### src/rtl/pipe_skid_reg.sv
// Two-entry skid register between pipeline stages: up_ready is registered, so dn_ready never reaches it combinationally.
// Optional feature macro PIPE_SKID_PERF_CNT_EN adds saturating stall/bubble counters.
`timescale 1ns/1ps

module pipe_skid_reg #(
    parameter int DATA_W     = 32,
    parameter int FLUSH_ZERO = 1,
    parameter int CNT_W      = 32
) (
    input  logic              cpu_clk_50M,
    input  logic              cpu_rst_n,
    input  logic              flush,
    input  logic              up_valid,
    output logic              up_ready,
    input  logic [DATA_W-1:0] up_data,
    output logic              dn_valid,
    input  logic              dn_ready,
    output logic [DATA_W-1:0] dn_data
`ifdef PIPE_SKID_PERF_CNT_EN
    ,
    output logic [CNT_W-1:0]  stall_cnt,
    output logic [CNT_W-1:0]  bubble_cnt
`endif
);

    if (DATA_W < 1 || DATA_W > 512 || CNT_W < 1 || FLUSH_ZERO < 0 || FLUSH_ZERO > 1) begin : g_bad_param
        $error("pipe_skid_reg: illegal parameter value");
    end

    typedef enum logic [1:0] {
        ST_EMPTY = 2'd0,
        ST_ONE   = 2'd1,
        ST_FULL  = 2'd2
    } state_t;

    state_t            state;
    logic [DATA_W-1:0] main_q;
    logic [DATA_W-1:0] skid_q;
    logic              up_acc;
    logic              dn_acc;

    assign up_acc  = up_valid & up_ready;
    assign dn_acc  = dn_valid & dn_ready;
    assign dn_data = main_q;

    // NOTE: state is updated with non-blocking assignments only, so every branch below reads the
    // pre-edge values of state/main_q/skid_q regardless of statement order.
    always_ff @(posedge cpu_clk_50M or negedge cpu_rst_n) begin
        if (!cpu_rst_n) begin
            // NOTE: both payload registers are reset because dn_data and the skid entry must read zero in reset.
            state    <= ST_EMPTY;
            dn_valid <= 1'b0;
            up_ready <= 1'b0;
            main_q   <= '0;
            skid_q   <= '0;
        end else if (flush) begin
            state    <= ST_EMPTY;
            dn_valid <= 1'b0;
            up_ready <= 1'b1;
            if (FLUSH_ZERO != 0) begin
                main_q <= '0;
                skid_q <= '0;
            end
        end else begin
            unique case (state)
                ST_EMPTY: begin
                    // up_ready is still 0 on the first edge after reset, so no accept can happen then.
                    up_ready <= 1'b1;
                    if (up_acc) begin
                        state    <= ST_ONE;
                        main_q   <= up_data;
                        dn_valid <= 1'b1;
                    end
                end
                ST_ONE: begin
                    if (up_acc && dn_acc) begin
                        main_q <= up_data;
                    end else if (up_acc) begin
                        state    <= ST_FULL;
                        skid_q   <= up_data;
                        up_ready <= 1'b0;
                    end else if (dn_acc) begin
                        state    <= ST_EMPTY;
                        dn_valid <= 1'b0;
                    end
                end
                ST_FULL: begin
                    if (dn_acc) begin
                        state    <= ST_ONE;
                        main_q   <= skid_q;
                        up_ready <= 1'b1;
                    end
                end
                default: begin
                    state    <= ST_EMPTY;
                    dn_valid <= 1'b0;
                    up_ready <= 1'b1;
                end
            endcase
        end
    end

`ifdef PIPE_SKID_PERF_CNT_EN
    // Counters see the registered dn_valid, so they lag the handshake by one cycle and ignore flush.
    always_ff @(posedge cpu_clk_50M or negedge cpu_rst_n) begin
        if (!cpu_rst_n) begin
            stall_cnt  <= '0;
            bubble_cnt <= '0;
        end else begin
            if (dn_valid && !dn_ready && (stall_cnt != '1)) begin
                stall_cnt <= stall_cnt + 1'b1;
            end
            if (!dn_valid && (bubble_cnt != '1)) begin
                bubble_cnt <= bubble_cnt + 1'b1;
            end
        end
    end
`endif

`ifndef SYNTHESIS
    a_valid_tracks_state : assert property (
        @(posedge cpu_clk_50M) disable iff (!cpu_rst_n)
        dn_valid == (state != ST_EMPTY));

    a_full_blocks_upstream : assert property (
        @(posedge cpu_clk_50M) disable iff (!cpu_rst_n)
        (state == ST_FULL) |-> !up_ready);

    a_stall_holds_payload : assert property (
        @(posedge cpu_clk_50M) disable iff (!cpu_rst_n)
        (dn_valid && !dn_ready && !flush) |=> (dn_valid && $stable(dn_data)));
`endif

endmodule
### config.mk
export PLATFORM = sky130hd
export DESIGN_NAME = pipe_skid_reg
export DESIGN_NICKNAME = d
export VERILOG_FILES = /design/src/rtl/pipe_skid_reg.sv
export SDC_FILE = /design/constraint.sdc
export NUM_CORES = 1
export LEC_CHECK = 0
export CAP_MARGIN = 15
export CORE_MARGIN = 2
export CORE_UTILIZATION = 40
export DETAILED_ROUTE_END_ITERATION = 6
export GPL_TIMING_DRIVEN = 0
export PLACE_DENSITY_LB_ADDON = 0.15
export SLEW_MARGIN = 5
export SYNTH_ARGS = -nofsm -noshare
export SYNTH_HDL_FRONTEND = slang
export SYNTH_SLANG_ARGS = --single-unit
### constraint.sdc
create_clock -name cpu_clk_50M -period 3.7 [get_ports cpu_clk_50M]
set_clock_uncertainty 0.05 [all_clocks]
set_input_delay 0.555 -clock cpu_clk_50M [delete_from_list [all_inputs] [get_ports cpu_clk_50M]]
set_output_delay 0.555 -clock cpu_clk_50M [all_outputs]
set_load 0.01 [all_outputs]
==> summary.md, run 1 <==
| Metric | Value |
|---|---|
| Synth area leader | dfrtp_1 |
| Async SR Flop Fraction | 100% |
| Vias/cell | 5.16 |
| Final WL | 7150 um |
| TritonCTS buffer count | 9 |
| Post-CTS Resized | 0 |
| Initial detailed-routing violation count | 135 |
| Leak | 1.63 nW |
| Synth cell types | 24 |
| Top-count cell post-synth | dfrtp_1 |
| Die width | 91.0 um |
| Peak VDD IR | 0.000404 V |
| CTS sink cnt | 68 |
| GP Congestion | 0.791 |
| Die area | 8280 um^2 |
| Post-CTS Setup Bufs | 0 |
| Synth area leaders | dfrtp_1 56%, mux2i_1 11%, o2bb2ai_1 9.3% |
| Initial Utilization | 41.5% |
| Post-synth top cells | 68 x dfrtp_1, 67 x nand2_1, 35 x a21oi_1 |
| Share of cells above drive strength 1 | 7.01% |
| YS warnings | 0 |
| Reg2reg setup slack | 1.63 ns |
| Final setup violation count | 0 |
| Antenna-violating nets left | 0 |
| Number of global-route vias before repair | 2452 |
| Rows | 31 |
| Actual slew at the worst max-slew pin | 0.554 ns |
| Crit share post-route | 56.9% |
| Startpoint types | primary input |
| Overall Power | 2.79 mW |
| Mapped Nets | 326 |
| WP data arrival | 2.32 ns |
| Skew-Pair Late Insertion Delay | 0.35 ns |
| Pins over their slew limit | 0 |
| RSZ-0062 raised after global routing | no |
| Status | completed |
| Ys flop type | dfrtp_1 |
| Die height | 91.0 um |
| Final Non-Filler Cells | 470 |
| Final Cell Area | 4050 um^2 |
| Max Freq | 475 MHz |
| Yosys top cell area share | 56.2% |
| Area growth from synthesis to layout | 33.9% |
| Max-cap violations | 0 |
| Dpl cell area | 3880 um^2 |
| GRT overflow | 0 |
| Number of flops mapped to enable cells by yosys | 0 |
| Slew headroom | 63.0% |
| CP Max Fanout | 10 |
| Global-route wire length before repair | 12200 um |
| Ant diodes | 0 |
| Core area | 7290 um^2 |
| Detailed Place HPWL | 4750 um |
| CTS tree | built |
| H-tree Lvls | 3 |
| # nets final | 408 |
| Cell count after synthesis | 285 |
| Ports | 71 |
| Pre-Repair DR Iteration Count | 4 |
| Dpl cells | 455 |
| DR vias | 2426 |
| Largest net degree at the start of global routing | 46 |
| Deepest clock path buffer count | 2 |
| Fin crit period | 2.10 ns |
| Worst path required time | 3.92 ns |
| Synthesized area | 3030 um^2 |
| Critical path class | in2reg |
| Drt drc | 0 |
| Initial antenna violation count | 0 |
| FF+latch count, synth | 68 |
| Kind of end point of the critical path | flip-flop |
| Pwr Density | 688 nW/um^2 |
| All-Layer GR Usage | 18.6% |
| Clock Tree Root | clkbuf_8 |
| Hold_buf cts | 0 |
| Hold Fails Final Rpt | 0 |
| Routed WL per cell | 15.2 um |
| Setup TNS | 0 ns |
| PortBufs | 70 |
| Hold crit path type | in2async |
| Post-layout util | 55.6% |
| Mean Syn Cell Area | 10.6 um^2 |
| Worst-path clk slew | 0.08 ns |
| Part of the Yosys area used for sequential elements | 56.2% |
-- logic make-up after synthesis --
logic type / share of synthesized area, %
AO/OA/AOI/OAI: 16.8
adder cells (fa/ha/maj): 1.65
buffers and inverters: 3.14
flip-flops: 56.2
multiplexers: 11.4
AND/OR/NAND/NOR: 10.7
-- layout make-up --
class                   count  area, um^2
plain buffers              20        83.8
clock buffers              11         151
clock inverters             4        25.0
fillers                   685        3240
inverters                   3        11.3
multi-input cells         194        1230
flip-flops and latches     68        1700
well taps                  99         124
repair buffers             71         726
-- sequential cells by signal, summed over array words and instances (netlist names) --
name      cells
up_ready      1
skid_q       32
dn_data      32
state         2
dn_valid      1
-- critical path, stage by stage --
cell and delay, ns:
clkdlybuf4s50_1 0.45, clkbuf_1 0.26, o21ai_1 0.38, clkbuf_1 0.48, o2bb2ai_1 0.18
-- metrics by stage --
step | setup slack [ns] | hold slack [ns]
3_3_place_gp | -0.385 | 0.421
6_report | 1.60 | 0.0487
4_1_cts | 1.59 | 0.0473
5_1_grt | 1.43 | 0.0500
3_5_place_dp | 1.25 | 0.424
2_1_floorplan | 2.05 | 0.209
-- per-layer routing --
| metal | vias up | share of wire (%) | global-route usage [%] | wire (um) |
|---|---|---|---|---|
| li1 | 1162 | - | - | - |
| met1 | 1181 | 47 | 24.9 | 3390 |
| met2 | 68 | 46 | 28.7 | 3290 |
| met3 | 15 | 5.5 | 6.80 | 396 |
| met4 | 0 | 1.0 | 4.55 | 75 |
| met5 | - | 0 | 0 | 0 |
-- path summary, 6_finish.rpt --
path | depth (start not counted) | start | to
min in group cpu_clk_50M | 1 | dn_data[31] | dn_data[31]
min reg2reg | 1 | dn_data[31] | dn_data[31]
min | 1 | cpu_rst_n | dn_data[20]
max | 5 | flush | dn_data[8]
max reg2reg | 7 | state[1] | skid_q[21]
max in group asynchronous | 2 | cpu_rst_n | dn_data[11]
-- cell usage in the layout, fill, tap and decap left out, types with 2 or more instances in the layout --
| master | n |
|---|---|
| dfrtp_1 | 68 |
| inv_1 | 3 |
| nand2_1 | 67 |
| nor3_1 | 3 |
| clkbuf_8 | 11 |
| clkbuf_1 | 13 |
| clkdlybuf4s50_1 | 69 |
| nand3_1 | 3 |
| nor2b_1 | 2 |
| clkinvlp_4 | 2 |
| clkinv_2 | 2 |
| mux2i_1 | 32 |
| buf_2 | 7 |
| nor2_1 | 5 |
| o2bb2ai_1 | 32 |
| ha_1 | 4 |
| a21oi_1 | 35 |
-- where the power goes --
group	total (mW)	internal (mW)	switching (mW)
registers	1.11	0.968	0.137
logic	1.13	0.569	0.558
clock network	0.559	0.274	0.285
total	2.79	1.81	0.980
Power figures use the tool's default switching activity.
==> run 2: changes to the inputs <==
Clock period 3.7 ns to 1.7 ns, I/O delays scaled along.
==> summary.md, run 2 (synthesis gave the netlist of run 1 again) <==
| Metric | Value |
|---|---|
| Status | complete, but fails checks |
| Violated checks | negative setup slack |
| Slack of the critical path | -0.0885 ns (-1.68 ns) |
| Kind of end point of the critical path | flip-flop |
| Setup TNS | -2.19 ns (-2.19 ns) |
| Actual slew at the worst max-slew pin | 0.493 ns (-0.0613 ns) |
| Initial detailed-routing violation count | 144 (+6.7%) |
| Die width | 91.0 um (unchanged) |
| Reg2reg end | dn_data[18] |
| Final Non-Filler Cells | 495 (+5.3%) |
| Worst path required time | 1.89 ns (-2.03 ns) |
| Initial Utilization | 41.5% (unchanged) |
| Die height | 91.0 um (unchanged) |
| GP Congestion | 0.791 (unchanged) |
| Crit share post-route | 105% |
| Detailed Place HPWL | 4750 um (unchanged) |
| Slew headroom | 67.1% (+4.1 points) |
| Max Freq | 559 MHz |
| Number of global-route vias before repair | 2598 (+6.0%) |
| Worst r2r path cells | 7 (unchanged) |
| Ports | 71 (unchanged) |
| Final setup violation count | 32 (+32) |
| Dpl cell area | 3880 um^2 (unchanged) |
| TritonCTS buffer count | 9 (unchanged) |
| H-tree Lvls | 3 (unchanged) |
| Pwr Density | 1550 nW/um^2 (+130%) |
| Post-layout util | 62.5% (+6.9 points) |
| RSZ-0062 raised after global routing | yes |
| Share of cells above drive strength 1 | 20.2% (+13 points) |
| Final Cell Area | 4560 um^2 (+12%) |
| Pins over their slew limit | 0 (unchanged) |
| Leak | 1.86 nW (+14%) |
| Routed WL per cell | 16.4 um (+7.8%) |
| Ant diodes | 0 (unchanged) |
| Fin crit period | 1.79 ns |
| DR vias | 2571 (+6.0%) |
| Initial antenna violation count | 0 (unchanged) |
| Largest net degree at the start of global routing | 46 (unchanged) |
| Skew-Pair Late Insertion Delay | 0.35 ns (about the same) |
| Global-route wire length before repair | 13100 um (+7.5%) |
| Antenna-violating nets left | 0 (unchanged) |
| Final WL | 8120 um (+14%) |
| Worst-path clk slew | 0.08 ns (about the same) |
| Vias/cell | 5.19 (+0.62%) |
| Die area | 8280 um^2 (unchanged) |
| WP data arrival | 1.98 ns (-0.34 ns) |
| Dpl cells | 455 (unchanged) |
| Commonest cells after routing, fill and taps aside | 68 x clkdlybuf4s50_1, 67 x nand2_1, 66 x dfrtp_1 |
| Clock Tree Root | clkbuf_8 |
| CP Max Fanout | 8 (-2) |
| Drt drc | 0 (unchanged) |
| Critical path class | reg2reg |
| CTS tree | built |
| Hold Fails Final Rpt | 0 (unchanged) |
| Max-cap violations | 0 (unchanged) |
| Rows | 31 (unchanged) |
| Deepest clock path buffer count | 2 (unchanged) |
| Area growth from synthesis to layout | 50.5% |
| Fillcell total | 642 (-6.3%) |
| Reg2reg setup slack | -0.09 ns (-1.72 ns) |
| Startpoint types | flip-flop |
| PortBufs | 70 (unchanged) |
| Worst Setup SP | state[0] |
| # nets final | 433 (+6.1%) |
| GRT overflow | 0 (unchanged) |
| Peak VDD IR | 0.000966 V (+140%) |
| All-Layer GR Usage | 20.1% (+1.6 points) |
| Hold crit path type | in2async |
| Pre-Repair DR Iteration Count | 4 (unchanged) |
| Most common cell after layout, fill and taps aside | clkdlybuf4s50_1 |
| Core area | 7290 um^2 (unchanged) |
| CTS sink cnt | 68 (unchanged) |
| Worst r2r src | state[0] |
-- run 2: cell types whose count changed in the layout (fill, tap and decap cells not counted), moves of 5 or more --
cell / previous run / this run
buf_4: 1 / 18
clkbuf_1: 13 / 3
clkbuf_8: 11 / 20
buf_2: 7 / 1
buf_6: 0 / 6
a21oi_1: 35 / 30
-- run 2: final cells by class --
cell class              instances  area (um^2)  share of cell area [%]
flip-flops and latches         68         1700                    37.4
multi-input cells             194         1370                    30.1
repair buffers                 96          951                    20.9
plain buffers                  20          219                    4.81
clock buffers                  11          151                    3.32
well taps                      99          124                    2.72
clock inverters                 4         25.0                   0.549
inverters                       3         11.3                   0.247
-- run 2: how the worst max path moves through the flow --
stage	depth (start not counted)	slack, ns	end
2_1_floorplan	7	0.05	dn_data[0]
3_3_place_gp	1	-2.08	dn_data[14]
3_5_place_dp	5	-0.45	dn_data[8]
4_1_cts	7	-0.06	dn_data[9]
5_1_grt	7	-0.14	dn_data[18]
6_report	7	-0.09	dn_data[18]
-- run 2: critical path: stages (launching register included) --
cell,delay [ns]
dfrtp_1,0.41
buf_4,0.16
ha_4,0.19
a32oi_4,0.30
buf_6,0.15
o21ai_4,0.11
clkbuf_8,0.19
o2bb2ai_1,0.13
-- run 2: report_power, final --
group | internal [mW] | total (mW) | switching, mW
registers | 2.11 | 2.41 | 0.300
clock network | 0.595 | 1.23 | 0.632
logic | 1.92 | 3.43 | 1.51
-- run 2: repair_timing --
action                     CTS  global route
setup endpoints to repair   66            67
resized for setup           59            20
buffers inserted            11             5
hold endpoints to repair    23             0
gates cloned                 6             2
hold buffers                 1             0
pin swaps                    5             4
-- run 2: per-stage QoR --
step	hold WS, ns	setup WS [ns]	power, mW
6_report	0.295	-0.0885	7.07
4_1_cts	0.289	-0.0650	6.92
3_5_place_dp	0.135	-0.448	4.92
3_3_place_gp	0.421	-2.08	4.87
2_1_floorplan	-0.0906	0.0476	3.65
5_1_grt	0.320	-0.142	7.46
-- run 2: layer usage --
layer / global-route usage, % / vias to the layer above / share of wire [%]
met5: 0 / - / 0
met4: 5.18 / 0 / 1.8
met3: 7.30 / 16 / 6.1
met2: 31.4 / 84 / 48
met1: 26.8 / 1254 / 44
li1: - / 1217 / -
==> run 3: changes to the inputs <==
Settings changed: SETUP_SLACK_MARGIN from default to 0.4.
==> summary.md, run 3 (synthesis gave the netlist of run 1 again) <==
| Metric | Value |
|---|---|
| Leak | 2.33 nW (+25%) |
| Number of global-route vias before repair | 2963 (+14%) |
| Antenna-violating nets left | 0 (unchanged) |
| Hold Fails Final Rpt | 0 (unchanged) |
| Clk pwr share | 18.8% (+1.4 points) |
| Dpl cells | 455 (unchanged) |
| TritonCTS buffer count | 9 (unchanged) |
| DR vias | 2755 (+7.2%) |
| Die height | 91.0 um (unchanged) |
| Worst r2r src | state[0] |
| Ports | 71 (unchanged) |
| Share of cells above drive strength 1 | 55.2% (+35 points) |
| Largest net degree at the start of global routing | 38 (-17%) |
| WP data arrival | 2.01 ns (+0.03 ns) |
| # nets final | 465 (+7.4%) |
| Rows | 31 (unchanged) |
| Area growth from synthesis to layout | 81.9% |
| Die width | 91.0 um (unchanged) |
| Drt drc | 0 (unchanged) |
| Violated checks | negative setup slack |
| Crit share post-route | 107% (+1.7 points) |
| CTS sink cnt | 68 (unchanged) |
| Max Freq | 550 MHz (-1.6%) |
| Global-route wire length before repair | 15400 um (+18%) |
| Skew-Pair Late Insertion Delay | 0.35 ns (about the same) |
| Peak VDD IR | 0.000893 V (-7.5%) |
| RSZ-0062 raised after global routing | yes |
| Final Non-Filler Cells | 528 (+6.7%) |
| Worst path required time | 1.89 ns (about the same) |
| PortBufs | 70 (unchanged) |
| Routed WL per cell | 18.3 um (+12%) |
| Clock Tree Root | clkbuf_8 |
| Deepest clock path buffer count | 2 (unchanged) |
| Status | complete, but fails checks |
| CP Capture Point | dn_data[12] |
| Ant diodes | 0 (unchanged) |
| Fillcell total | 488 (-24%) |
| Actual slew at the worst max-slew pin | 0.746 ns (+0.253 ns) |
| H-tree Lvls | 3 (unchanged) |
| Slack of the critical path | -0.118 ns (-0.0294 ns) |
| Initial antenna violation count | 0 (unchanged) |
| Combinational share of power | 52.6% (+4.1 points) |
| Pins over their slew limit | 0 (unchanged) |
| Most common cell after layout, fill and taps aside | dfrtp_1 |
| Pre-Repair DR Iteration Count | 4 (unchanged) |
| Final WL | 9670 um (+19%) |
| Startpoint types | flip-flop |
| Sequential group share of total power | 28.6% (-5.5 points) |
| Hold crit path type | in2async |
| P_int | 5.60 mW (+21%) |
| Overall Power | 8.74 mW (+24%) |
| Kind of end point of the critical path | flip-flop |
| GP Congestion | 0.856 (+8.2%) |
| Commonest cells after routing, fill and taps aside | 66 x dfrtp_1, 36 x nand2_4, 35 x clkdlybuf4s50_1 |
| All-Layer GR Usage | 23.8% (+3.6 points) |
| Pwr Density | 1590 nW/um^2 (+2.3%) |
| Final setup violation count | 63 (+97%) |
| Max-cap violations | 0 (unchanged) |
| GRT overflow | 0 (unchanged) |
| Fin crit period | 1.82 ns (+0.0294 ns) |
| Net Sw Power | 3.13 mW (+28%) |
| Core area | 7290 um^2 (unchanged) |
| Reg2reg end | dn_data[12] |
| Die area | 8280 um^2 (unchanged) |
| CP Max Fanout | 5 (-3) |
| Reg2reg setup slack | -0.12 ns (-0.03 ns) |
| Initial Utilization | 41.5% (unchanged) |
| Detailed Place HPWL | 4800 um (+0.92%) |
| Hold slack final | 0.329 ns (+0.0332 ns) |
| Slew headroom | 50.2% (-17 points) |
| Critical path class | reg2reg |
| Worst-path clk slew | 0.08 ns (about the same) |
| CTS tree | built |
| Setup TNS | -3.80 ns (-1.61 ns) |
| Switching part of the total | 35.9% (+1.3 points) |
| Vias/cell | 5.22 (+0.46%) |
| Worst r2r path cells | 9 (+2) |
| Worst Setup SP | state[0] |
| Initial detailed-routing violation count | 107 (-26%) |
[run 3: cell types whose count changed in the layout (fill, tap and decap cells not counted), moves of 22 or more]
| cell | previous run | this run |
|---|---|---|
| a21oi_2 | 4 | 33 |
| clkdlybuf4s50_1 | 68 | 35 |
| o2bb2ai_1 | 32 | 8 |
| nand2_4 | 0 | 36 |
| nand2_1 | 67 | 22 |
| o2bb2ai_2 | 0 | 22 |
| a21oi_1 | 30 | 1 |
[run 3: cell type report]
| class | count | area, um^2 | area share [%] |
|---|---|---|---|
| multi-input cells | 194 | 1920 | 34.9 |
| flip-flops and latches | 68 | 1700 | 30.9 |
| repair buffers | 128 | 1230 | 22.3 |
| plain buffers | 20 | 278 | 5.04 |
| clock buffers | 10 | 128 | 2.32 |
| well taps | 99 | 124 | 2.25 |
| clock inverters | 6 | 113 | 2.04 |
| inverters | 3 | 11.3 | 0.204 |
[run 3: how the worst min path moves through the flow]
stage | from | end | slack [ns]
2_1_floorplan | cpu_rst_n | dn_data[0] | -0.09
5_1_grt | cpu_rst_n | dn_data[6] | 0.37
3_3_place_gp | dn_data[21] | dn_data[21] | 0.42
3_5_place_dp | cpu_rst_n | up_ready | 0.18
6_report | cpu_rst_n | up_ready | 0.33
4_1_cts | cpu_rst_n | up_ready | 0.35
[run 3: worst max-delay path: stages, from the launching register on]
cell and delay, ns:
dfrtp_1 0.43, inv_2 0.09, ha_4 0.17, nor2b_4 0.12, a32oi_2 0.19, buf_4 0.16, o21ai_4 0.06, buf_6 0.14
clkbuf_16 0.16, o2bb2ai_4 0.12
[run 3: timing repair]
action | CTS | global route
hold endpoints to repair | 31 | 0
endpoints found under the setup margin | 102 | 93
pin swaps | 71 | 27
buffers inserted | 38 | 8
gates cloned | 10 | 0
gates resized for setup | 274 | 55
hold buffers | 1 | 0
[run 3: power groups by stage]
| stage | Clock, mW | Combinational, mW | Sequential, mW |
|---|---|---|---|
| floorplan | 0 | 1.13 | 2.58 |
| global placement | 0 | 2.51 | 2.44 |
| detailed placement | 0 | 2.54 | 2.44 |
| CTS | 1.65 | 4.29 | 2.47 |
| global route | 1.73 | 4.86 | 2.55 |
| finish | 1.64 | 4.60 | 2.49 |
[run 3: metal layers]
layer | vias up | part of all wire [%] | global-route usage [%]
met3 | 11 | 4.1 | 3.98
met5 | - | 0 | 0
li1 | 1284 | - | -
met2 | 80 | 51 | 39.7
met4 | 0 | 1.2 | 8.84
met1 | 1380 | 43 | 31.1
[run 3: stage by stage]
step                      utilization (%)  cell area (um^2)  setup slack (ns)
after floorplan                         -              3060             0.118
after detailed placement             53.5              3900            -0.377
after CTS                            73.9              5390           -0.0359
after global placement               53.3              3890             -2.35
after global routing                 75.5              5510            -0.167
final                                75.5              5510            -0.118
